File: src/rtl/counter_sequencer.sv
// counter_sequencer: command-driven controller for the 8-bit counter datapath.
// Takes START/PAUSE/ABORT commands over valid/ready, drives the counter's
// enable and synchronous clear, and watches the fed-back count on C to run
// 0..LIMIT a programmable number of times before pulsing DONE.
module counter_sequencer #(
   parameter int WIDTH    = 8,
   parameter int REPEAT_W = 4
) (
   input  logic                CLK,
   input  logic                RESET_N,
   input  logic                CMD_VALID,
   output logic                CMD_READY,
   input  logic [1:0]          CTRL,
   input  logic [WIDTH-1:0]    LIMIT,
   input  logic [REPEAT_W-1:0] REPEAT,
   input  logic [WIDTH-1:0]    C,
   output logic                CNT_EN,
   output logic                CNT_CLR,
   output logic                BUSY,
   output logic                DONE,
   output logic [REPEAT_W-1:0] RUNS_LEFT,
   output logic [1:0]          STATE
);

   typedef enum logic [1:0] {
      S_IDLE  = 2'd0,
      S_CLEAR = 2'd1,
      S_RUN   = 2'd2,
      S_HOLD  = 2'd3
   } state_t;

   localparam logic [1:0] CMD_START = 2'b01;
   localparam logic [1:0] CMD_PAUSE = 2'b10;
   localparam logic [1:0] CMD_ABORT = 2'b11;

   localparam logic [REPEAT_W-1:0] ONE_RUN = {{(REPEAT_W-1){1'b0}}, 1'b1};

   state_t              r_state, w_state_nxt;
   logic [WIDTH-1:0]    r_lim, w_lim_nxt;
   logic [REPEAT_W-1:0] r_runs, w_runs_nxt;
   logic                r_done, w_done_nxt;
   logic                r_abort, w_abort_nxt;
   logic                w_accept;
   logic                w_term;

   // Commands are only refused during the single CLEAR cycle.
   assign w_accept  = CMD_VALID && (r_state != S_CLEAR);
   // Terminal detect: full-width unsigned compare while actively running.
   assign w_term    = (r_state == S_RUN) && (C == r_lim);

   assign CMD_READY = (r_state != S_CLEAR);
   assign CNT_EN    = (r_state == S_RUN) && (C != r_lim);
   assign CNT_CLR   = (r_state == S_CLEAR) || r_abort;
   assign BUSY      = (r_state != S_IDLE);
   assign DONE      = r_done;
   assign RUNS_LEFT = r_runs;
   assign STATE     = r_state;

   // Next-state logic; branch order encodes ABORT > START > terminal > PAUSE,
   // so a PAUSE landing on the terminal edge is consumed and dropped.
   always_comb begin
      w_state_nxt = r_state;
      w_lim_nxt   = r_lim;
      w_runs_nxt  = r_runs;
      w_done_nxt  = 1'b0;
      w_abort_nxt = 1'b0;
      if (w_accept && (CTRL == CMD_ABORT)) begin
         w_state_nxt = S_IDLE;
         w_runs_nxt  = '0;
         w_abort_nxt = 1'b1;
      end else if (w_accept && (CTRL == CMD_START)) begin
         w_state_nxt = S_CLEAR;
         w_lim_nxt   = LIMIT;
         w_runs_nxt  = (REPEAT == '0) ? ONE_RUN : REPEAT;
      end else if (w_term) begin
         // <= 1 rather than == 1 so a corrupted zero count cannot underflow.
         if (r_runs <= ONE_RUN) begin
            w_state_nxt = S_IDLE;
            w_runs_nxt  = '0;
            w_done_nxt  = 1'b1;
         end else begin
            w_state_nxt = S_CLEAR;
            w_runs_nxt  = r_runs - ONE_RUN;
         end
      end else if (w_accept && (CTRL == CMD_PAUSE)) begin
         if (r_state == S_RUN)       w_state_nxt = S_HOLD;
         else if (r_state == S_HOLD) w_state_nxt = S_RUN;
      end else if (r_state == S_CLEAR) begin
         w_state_nxt = S_RUN;
      end
   end

   // State, latched limit/repeat and the one-cycle DONE/abort-clear pulses.
   always_ff @(posedge CLK or negedge RESET_N) begin
      if (!RESET_N) begin
         r_state <= S_IDLE;
         r_lim   <= '0;
         r_runs  <= '0;
         r_done  <= 1'b0;
         r_abort <= 1'b0;
      end else begin
         r_state <= w_state_nxt;
         r_lim   <= w_lim_nxt;
         r_runs  <= w_runs_nxt;
         r_done  <= w_done_nxt;
         r_abort <= w_abort_nxt;
      end
   end

endmodule

File: config.mk
export PLATFORM = sky130hd
export DESIGN_NAME = counter_sequencer
export DESIGN_NICKNAME = d
export VERILOG_FILES = /design/src/rtl/counter_sequencer.sv
export SDC_FILE = /design/constraint.sdc
export NUM_CORES = 1
export LEC_CHECK = 0
export BUFFER_PORTS_ARGS = -buffer_cell sky130_fd_sc_hd__buf_2
export CORE_MARGIN = 2
export CORE_UTILIZATION = 50
export DETAILED_ROUTE_END_ITERATION = 7
export GPL_TIMING_DRIVEN = 0
export HOLD_SLACK_MARGIN = 0.05
export PLACE_DENSITY = 0.83
export SLEW_MARGIN = 40
export SYNTH_ARGS = -nofsm -noshare
export SYNTH_HDL_FRONTEND = slang
export SYNTH_SLANG_ARGS = --single-unit
File: constraint.sdc
create_clock -name CLK -period 2.6 [get_ports CLK]
set_input_delay 0.52 -clock CLK [delete_from_list [all_inputs] [get_ports CLK]]
set_output_delay 0.52 -clock CLK [all_outputs]
set_load 0.005 [all_outputs]
== After elaboration in Yosys (flattened, before gate mapping) ==
Cells that the tools add are included.
Widths: inputs -> output; s select.

* Word-level logic and storage cells: 49
* Register bits after elaboration: 16

* $add $sub $neg: 1
* Bitwise logic cells: 1
* Reduce and logical (&&, ||, !) cells: 13
* Equality and inequality tests: 10
* $lt $le $gt $ge: 1
* Muxes and demuxes: 18

{| class="wikitable"
|+ Operators with widths
! operator !! number
|-
| $mux 4 || 5
|-
| $mux 2 || 7
|-
| $eq 2x2->1 const B || 4
|-
| $eq 8x8->1 || 1
|-
| $ne 8x8->1 || 1
|-
| $logic_and 1x1->1 || 6
|-
| $mux 1 || 6
|-
| $ne 6x4->1 const B || 1
|-
| $reduce_bool 5->1 || 1
|-
| $eq 2x1->1 const B || 2
|-
| $le 4x1->1 const B || 1
|-
| $logic_not 4->1 || 1
|-
| $reduce_and 2->1 || 2
|-
| $sub 4x1->4 const B || 1
|-
| $reduce_bool 3->1 || 1
|-
| $ne 2x1->1 const B || 1
|-
| $reduce_bool 2->1 || 1
|-
| $logic_or 1x1->1 || 1
|-
| $not 1->1 || 1
|}

== Logic depth before layout (Yosys ltp) ==
Gate-level depths: netlist (run 1).

* Word-level depth: 7
* Gate-level depth with buffers: 6
* Depth with buffers taken out: 6

== Worst setup path before layout (run 1) ==
OpenSTA, ideal clock, no wires.

* Kind: input port to flip-flop
* Start: input C[7]
* End: register r_runs[1], in the netlist RUNS_LEFT[1]
* Required time: 2476 ps
* Data arrival time: 1747 ps
* Cell stages on the path: 5
* Setup time: 124 ps
* Path buffers: 0
* Slack: 729 ps
* Path through: xor2_1 -> nor4_2 -> nand4b_1 -> and3_1 -> a211o_1

* Word-level cells in the longest chain between the ends: 3

{| class="wikitable"
|+ RTL lines
! what !! RTL line !! source
|-
| from (decl) || 16 || <nowiki>input logic [WIDTH-1:0] C,</nowiki>
|-
| $eq 8x8->1 || 49 || <nowiki>assign w_term = (r_state == S_RUN) && (C == r_lim);</nowiki>
|-
| $logic_and 1x1->1 || 49 ||
|-
| $reduce_bool 3->1 (no source line) || - ||
|-
| to (signal assigned) || 104 || <nowiki>r_runs <= w_runs_nxt;</nowiki>
|-
| to (decl) || 40 || <nowiki>logic [REPEAT_W-1:0] r_runs, w_runs_nxt;</nowiki>
|}

No other way between the ends.
A chain may end at the register's enable or synchronous reset.

== Worst setup path in the final report (run 1) ==
* Start: register r_lim[2]
* End: output CNT_EN

* Word-level cells in the longest chain between the ends: 2

{| class="wikitable"
|+ RTL lines
! what !! RTL line !! source
|-
| from (decl) || 39 || <nowiki>logic [WIDTH-1:0] r_lim, w_lim_nxt;</nowiki>
|-
| from (signal assigned) || 103 || <nowiki>r_lim <= w_lim_nxt;</nowiki>
|-
| $ne 8x8->1 || 52 || <nowiki>assign CNT_EN = (r_state == S_RUN) && (C != r_lim);</nowiki>
|-
| $logic_and 1x1->1 || 52 ||
|-
| to (decl) || 17 || <nowiki>output logic CNT_EN,</nowiki>
|}

No other way between the ends.

==> results of run 1 <==
-- flip-flops by register name, summed over array words and instances, names as in the netlist --
| register | cells |
|---|---|
| RUNS_LEFT | 4 |
| DONE | 1 |
| r_lim | 8 |
| r_abort | 1 |
| STATE | 2 |
-- where the power goes --
part,internal [mW],switching (mW)
sequential,0.320,0.0691
clock,0.0851,0.0747
combinational,0.166,0.133
-- how the worst max path moves through the flow --
stage          cells past startpoint      endpoint     start  slack [ns]
5_1_grt                            5  RUNS_LEFT[1]  r_lim[2]        0.38
3_3_place_gp                       6  RUNS_LEFT[1]      C[2]        0.43
4_1_cts                            4        CNT_EN  r_lim[2]        0.53
6_report                           4        CNT_EN  r_lim[2]        0.54
2_1_floorplan                      5  RUNS_LEFT[1]      C[7]        0.73
3_5_place_dp                       6  RUNS_LEFT[1]      C[2]        0.36
-- through the flow --
step           setup WS (ns)  instance area (sq um)  hold WS [ns]  util [%]
2_1_floorplan          0.729                    876         0.224         -
3_3_place_gp           0.428                   1070         0.452      63.5
3_5_place_dp           0.364                   1070         0.453      63.5
4_1_cts                0.531                   1110         0.145      65.6
5_1_grt                0.378                   1110         0.153      65.6
6_report               0.540                   1110         0.136      65.6
-- metal layers --
layer,vias up,wire (um)
met5,-,0
met4,0,15
met3,2,136
met2,31,825
met1,353,745
li1,375,-
-- cells in the final DEF (no fill, tap or decap), drive strengths merged --
cell type and count:
buf 36, dfrtp 16, mux2 9, xor2 8, nand2 7, inv 4, nor2 4, o21ai 4
nor3 4, clkbuf 4, nand3 3, a21oi 3, nand2b 2, nor4 2, or2 2, nand4b 2
and3 2, ha 2, or2b 1, nor2b 1, or4b 1, a31oi 1, a32o 1, a311o 1
a211o 1, o311ai 1
-- cell families after synthesis --
family                   count (synthesis)  synth area share, %
XOR/XNOR                                 8                 8.00
AND/OR/NAND/NOR                         31                 20.6
flip-flops                              16                 45.7
multiplexers                             9                 11.6
buffers and inverters                    5                 2.28
AO/OA/AOI/OAI                           12                 9.00
adder cells (fa/ha/maj)                  2                 2.86
-- area by class of cell --
class | instances | area, sq um | area share, %
multi-input cells | 62 | 455 | 41.1
repair buffers | 35 | 175 | 15.8
plain buffers | 1 | 5.00 | 0.451
clock buffers | 4 | 36.3 | 3.27
flip-flops and latches | 16 | 400 | 36.1
well taps | 17 | 21.3 | 1.92
inverters | 4 | 15.0 | 1.35
==> impl_metrics.yaml, run 1 <==
cells_and_area:
  final_cells: 139
  area_growth_pct: 26.6
  n_antenna_cell: 0
  num-fill-cells: 139
  drive_gt1_share_pct: 43.4
  final_nets: 150
grt:
  use_met3_pct: 3.17
  grt_max_degree: 17
  grt_overflow: 0
  grt_use_total_pct: 19.2
  use_met1_pct: 23.4
  busiest_layer: "met2"
  grt_pass1_wl_um: 2830
  use_met2_pct: 32.8
  antenna_found_initial: 0
  grt_pass1_vias: 668
logic_synthesis:
  async_reset_ff_share_pct: 100
  yosysTopAreaCell: "dfrtp_1"
  synth.most_common_cell: "dfrtp_1"
  synth_area_per_cell_sq_um: 10.6
  synthFlopType: "dfrtp_1"
  ys_ff_latch: 16
  synth_cell_types: 25
  synthesis.area_sq_um: 876
  ys_warn_count: 0
  synthTopCellsByCount: "dfrtp_1 (16), mux2_2 (9), xor2_1 (8), nand2_1 (7)"
  ys_top_cells_by_area: "dfrtp_1 (46%), mux2_2 (12%), xor2_1 (8.0%)"
  yosys.area.top_type_share_pct: 45.7
  synth_fp_nets: 110
  synthCells: 83
  synth-edff-count: 0
  ys_seq_area_share_pct: 45.7
placement:
  dp.cells: 135
  io_buffers: 35
  gp_congestion: 0.819
  dp_hpwl_um: 1380
setup_path:
  crit_required_ns: 2.08
  cp_max_fo: 4
  path_delay_family: "simple AND/OR/NAND/NOR gates"
  r2r_start: "r_lim[2]"
  worstRegToRegCells: 5
  endpoint_kind: "primary output"
  reg2reg_slack_ns: 0.59
  arrival_ns: 1.54
  cp_cell_sequence: "xor2_1 > nor4_2 > a21oi_1 > buf_2"
  cp-start-kind: "register"
  worst-path-buf-inv: 1
  path_class: "reg2out"
  crit_path_max_incr_delay_ns: 0.44
  slowest_stage: "nor4_2"
  r2r_end: "RUNS_LEFT[1]"
clock_network:
  cts_hold_buf: 0
  post_cts_buffers: 0
  clk_path_buf_depth: 2
  h-tree-depth: 1
  clk_pin_slew_worst_paths_ns: 0.09
  root_buffer: "clkbuf_4"
  clock_sinks: 16
  cts_tree: "done"
  cts_buffers: 3
  ctsResizeCount: 0
  insertion_delay_ns: 0.28
floorplan:
  dieArea_sq_um: 2100
  die_w_um: 45.9
  num_rows: 15
  start_util_pct: 51.9
  ios: 36
  core_sq_um: 1690
  dieHeight_um: 45.9
status:
  status: "finished clean"
timing:
  min_period_ns: 2.06
  tns_ns: 0
  final-setup-viol-count: 0
  hold_viol: 0
  slew_headroom_pct: 71.6
  fmax_mhz: 485
  rsz0062_at_grt: "false"
  fin_worst_skew_ns: 0.00320
  fin_crit_sh_pct: 79.2
  worstMarginPinSlew_ns: 0.422
  drv_slew: 0
route:
  ant_nets: 0
  vias: 761
  drc: 0
  drtIter0Drc: 5
  wire_per_inst_um: 12.4
  viasPerCell: 5.47
  postRouteWirelength_um: 1720
  dr.pass1.iters: 4
min_path:
  hp-class: "in2async"
job:
  drv_cap: 0
power_and_ir_drop:
  p_per_area_nw_per_um2: 765
  total_power_mw: 0.848
  p_leak_nw: 0.551
  irDropWorstVdd_mv: 0.422
Note: power is estimated with default switching activity, not from simulation.
==> run 2: changes to the inputs <==
--- a/config.mk
+++ b/config.mk
@@ -7,11 +7,11 @@
 export LEC_CHECK = 0
 export BUFFER_PORTS_ARGS = -buffer_cell sky130_fd_sc_hd__buf_2
 export CORE_MARGIN = 2
-export CORE_UTILIZATION = 50
+export CORE_UTILIZATION = 42
 export DETAILED_ROUTE_END_ITERATION = 7
 export GPL_TIMING_DRIVEN = 0
 export HOLD_SLACK_MARGIN = 0.05
-export PLACE_DENSITY = 0.83
+export PLACE_DENSITY = 0.74
 export SLEW_MARGIN = 40
 export SYNTH_ARGS = -nofsm -noshare
 export SYNTH_HDL_FRONTEND = slang
==> constraint.sdc (replaced) <==
create_clock -name CLK -period 1.8 [get_ports CLK]
set_input_delay 0.36 -clock CLK [delete_from_list [all_inputs] [get_ports CLK]]
set_output_delay 0.36 -clock CLK [all_outputs]
set_load 0.005 [all_outputs]
==> run 2 against run 1 <==
The flow now finishes with violations (setup timing). Setup slack got worse by 0.57 ns. Sequential power increased by 44%. Combinational power up 57%. Sequential share of layout area fell by 1.9 points.
==> impl_metrics.yaml, run 2 (same netlist as run 1, synthesis figures left out) <==
floorplan:
  core_sq_um: 1960
  start_util_pct: 44.6
  dieHeight_um: 49.7
  die_w_um: 49.7
  dieArea_sq_um: 2470
  num_rows: 16
  ios: 36
route:
  dr.pass1.iters: 4
  wire_per_inst_um: 11.8
  vias: 773
  drc: 0
  ant_nets: 0
  viasPerCell: 5.05
  postRouteWirelength_um: 1810
  drtIter0Drc: 9
setup_path:
  crit_required_ns: 2.00
  path_class: "reg2reg"
  cp_max_fo: 4
  arrival_ns: 2.03
  endpoint_kind: "register"
  cp-start-kind: "register"
  reg2reg_slack_ns: -0.03
grt:
  grt_max_degree: 17
  antenna_found_initial: 0
  grt_use_total_pct: 16.3
  grt_pass1_vias: 734
  grt_overflow: 0
  grt_pass1_wl_um: 3040
power_and_ir_drop:
  internal_power_mw: 0.797
  irDropWorstVdd_mv: 0.630
  swShare_pct: 34.1
  p_leak_nw: 0.570
  clkPwrFrac_pct: 14.9
  seq_power_share_pct: 46.3
  p_switching_mw: 0.413
  combinationalPowerShare_pct: 38.9
  p_per_area_nw_per_um2: 1030
cells_and_area:
  top_register: "r_lim"
  final_cells: 153
  area_growth_pct: 33.7
  final_common_cell: "buf_2"
  final_nets: 155
  n_antenna_cell: 0
  drive_gt1_share_pct: 46.8
  largest_reg_flops: 8
  mostFrequentLayoutCells: "buf_2 (35), dfrtp_1 (16), mux2_2 (9), xor2_1 (8), nand2_1 (7)"
  design_area_sq_um: 1170
  num-fill-cells: 185
clock_network:
  cts_tree: "done"
  clk_pin_slew_worst_paths_ns: 0.09
  root_buffer: "clkbuf_4"
  insertion_delay_ns: 0.28
  h-tree-depth: 1
  clock_sinks: 16
  cts_buffers: 3
  clk_path_buf_depth: 2
placement:
  post_dp_cell_area_sq_um: 1080
  dp.cells: 145
  gp_congestion: 0.762
  dp_slack_ns: -0.255
  io_buffers: 35
  dp_hpwl_um: 1400
timing:
  fin_crit_sh_pct: 101
  fin_worst_skew_ns: 0.00439
  final-setup-viol-count: 2
  timing.hold.ws_ns: 0.306
  fmax_mhz: 548
  rsz0062_at_grt: "true"
  worstMarginPinSlew_ns: 0.366
  hold_viol: 0
  slew_headroom_pct: 75.6
  min_period_ns: 1.83
  finalWorstSetupSlack_ns: -0.0255
  drv_slew: 0
job:
  drv_cap: 0
status:
  violations: "setup timing"
  status: "complete, but fails checks"
min_path:
  hp-class: "in2reg"
==> run 2: metrics by stage <==
| stage | setup TNS (ns) | power [mW] | utilization (%) |
|---|---|---|---|
| floorplan | 0 | 0.836 | - |
| global placement | -0.952 | 0.990 | 55.3 |
| detailed placement | -1.03 | 1.01 | 55.3 |
| CTS | -0.0329 | 1.21 | 59.2 |
| global route | -0.200 | 1.31 | 59.7 |
| finish | -0.0442 | 1.21 | 59.7 |
==> run 2: what timing repair did <==
action	CTS	global route
hold buffers	1	0
pin swaps	6	8
resized for setup	3	4
buffers inserted	4	0
endpoints found under the hold margin	16	0
gates cloned	0	0
endpoints found under the setup margin	13	12
==> run 2: power groups by stage <==
stage / Clock [mW] / Sequential [mW] / Combinational [mW]
final: 0.180 / 0.560 / 0.470
after global placement: 0 / 0.561 / 0.429
after floorplan: 0 / 0.552 / 0.284
after global routing: 0.208 / 0.581 / 0.523
after detailed placement: 0 / 0.567 / 0.440
after CTS: 0.187 / 0.560 / 0.468
==> run 2: routing by layer <==
metal	part of all wire [%]	wire, um	track usage, %
met3	7.6	137	3.03
met1	43	774	19.4
met4	2.2	40	9.72
met2	47	855	27.1
met5	0	0	0
==> run 2: path summary, 6_finish.rpt <==
| check | start | to | depth (start not counted) |
|---|---|---|---|
| max in group asynchronous | RESET_N | r_lim[0] | 2 |
| setup / recovery | r_lim[2] | RUNS_LEFT[3] | 6 |
| hold reg to reg | r_lim[5] | r_lim[5] | 1 |
| min in group asynchronous | RESET_N | RUNS_LEFT[2] | 2 |
| setup reg to reg | r_lim[2] | RUNS_LEFT[3] | 6 |
| hold / removal | LIMIT[5] | r_lim[5] | 2 |
==> run 2: worst max-delay path: stages (launching register included) <==
cell     delay [ns]
dfrtp_1        0.40
xor2_1         0.17
nor4_2         0.26
buf_4          0.17
nand3_2        0.08
or4b_1         0.52
a31oi_1        0.15
==> run 2: layout make-up <==
class,count,area [sq um],area share (%)
multi-input combinational,62,477,40.7
tap,27,33.8,2.88
timing repair buffer,40,215,18.4
inverter,4,15.0,1.28
buffer,1,7.51,0.641
sequential,16,400,34.2
clock buffer,3,22.5,1.92
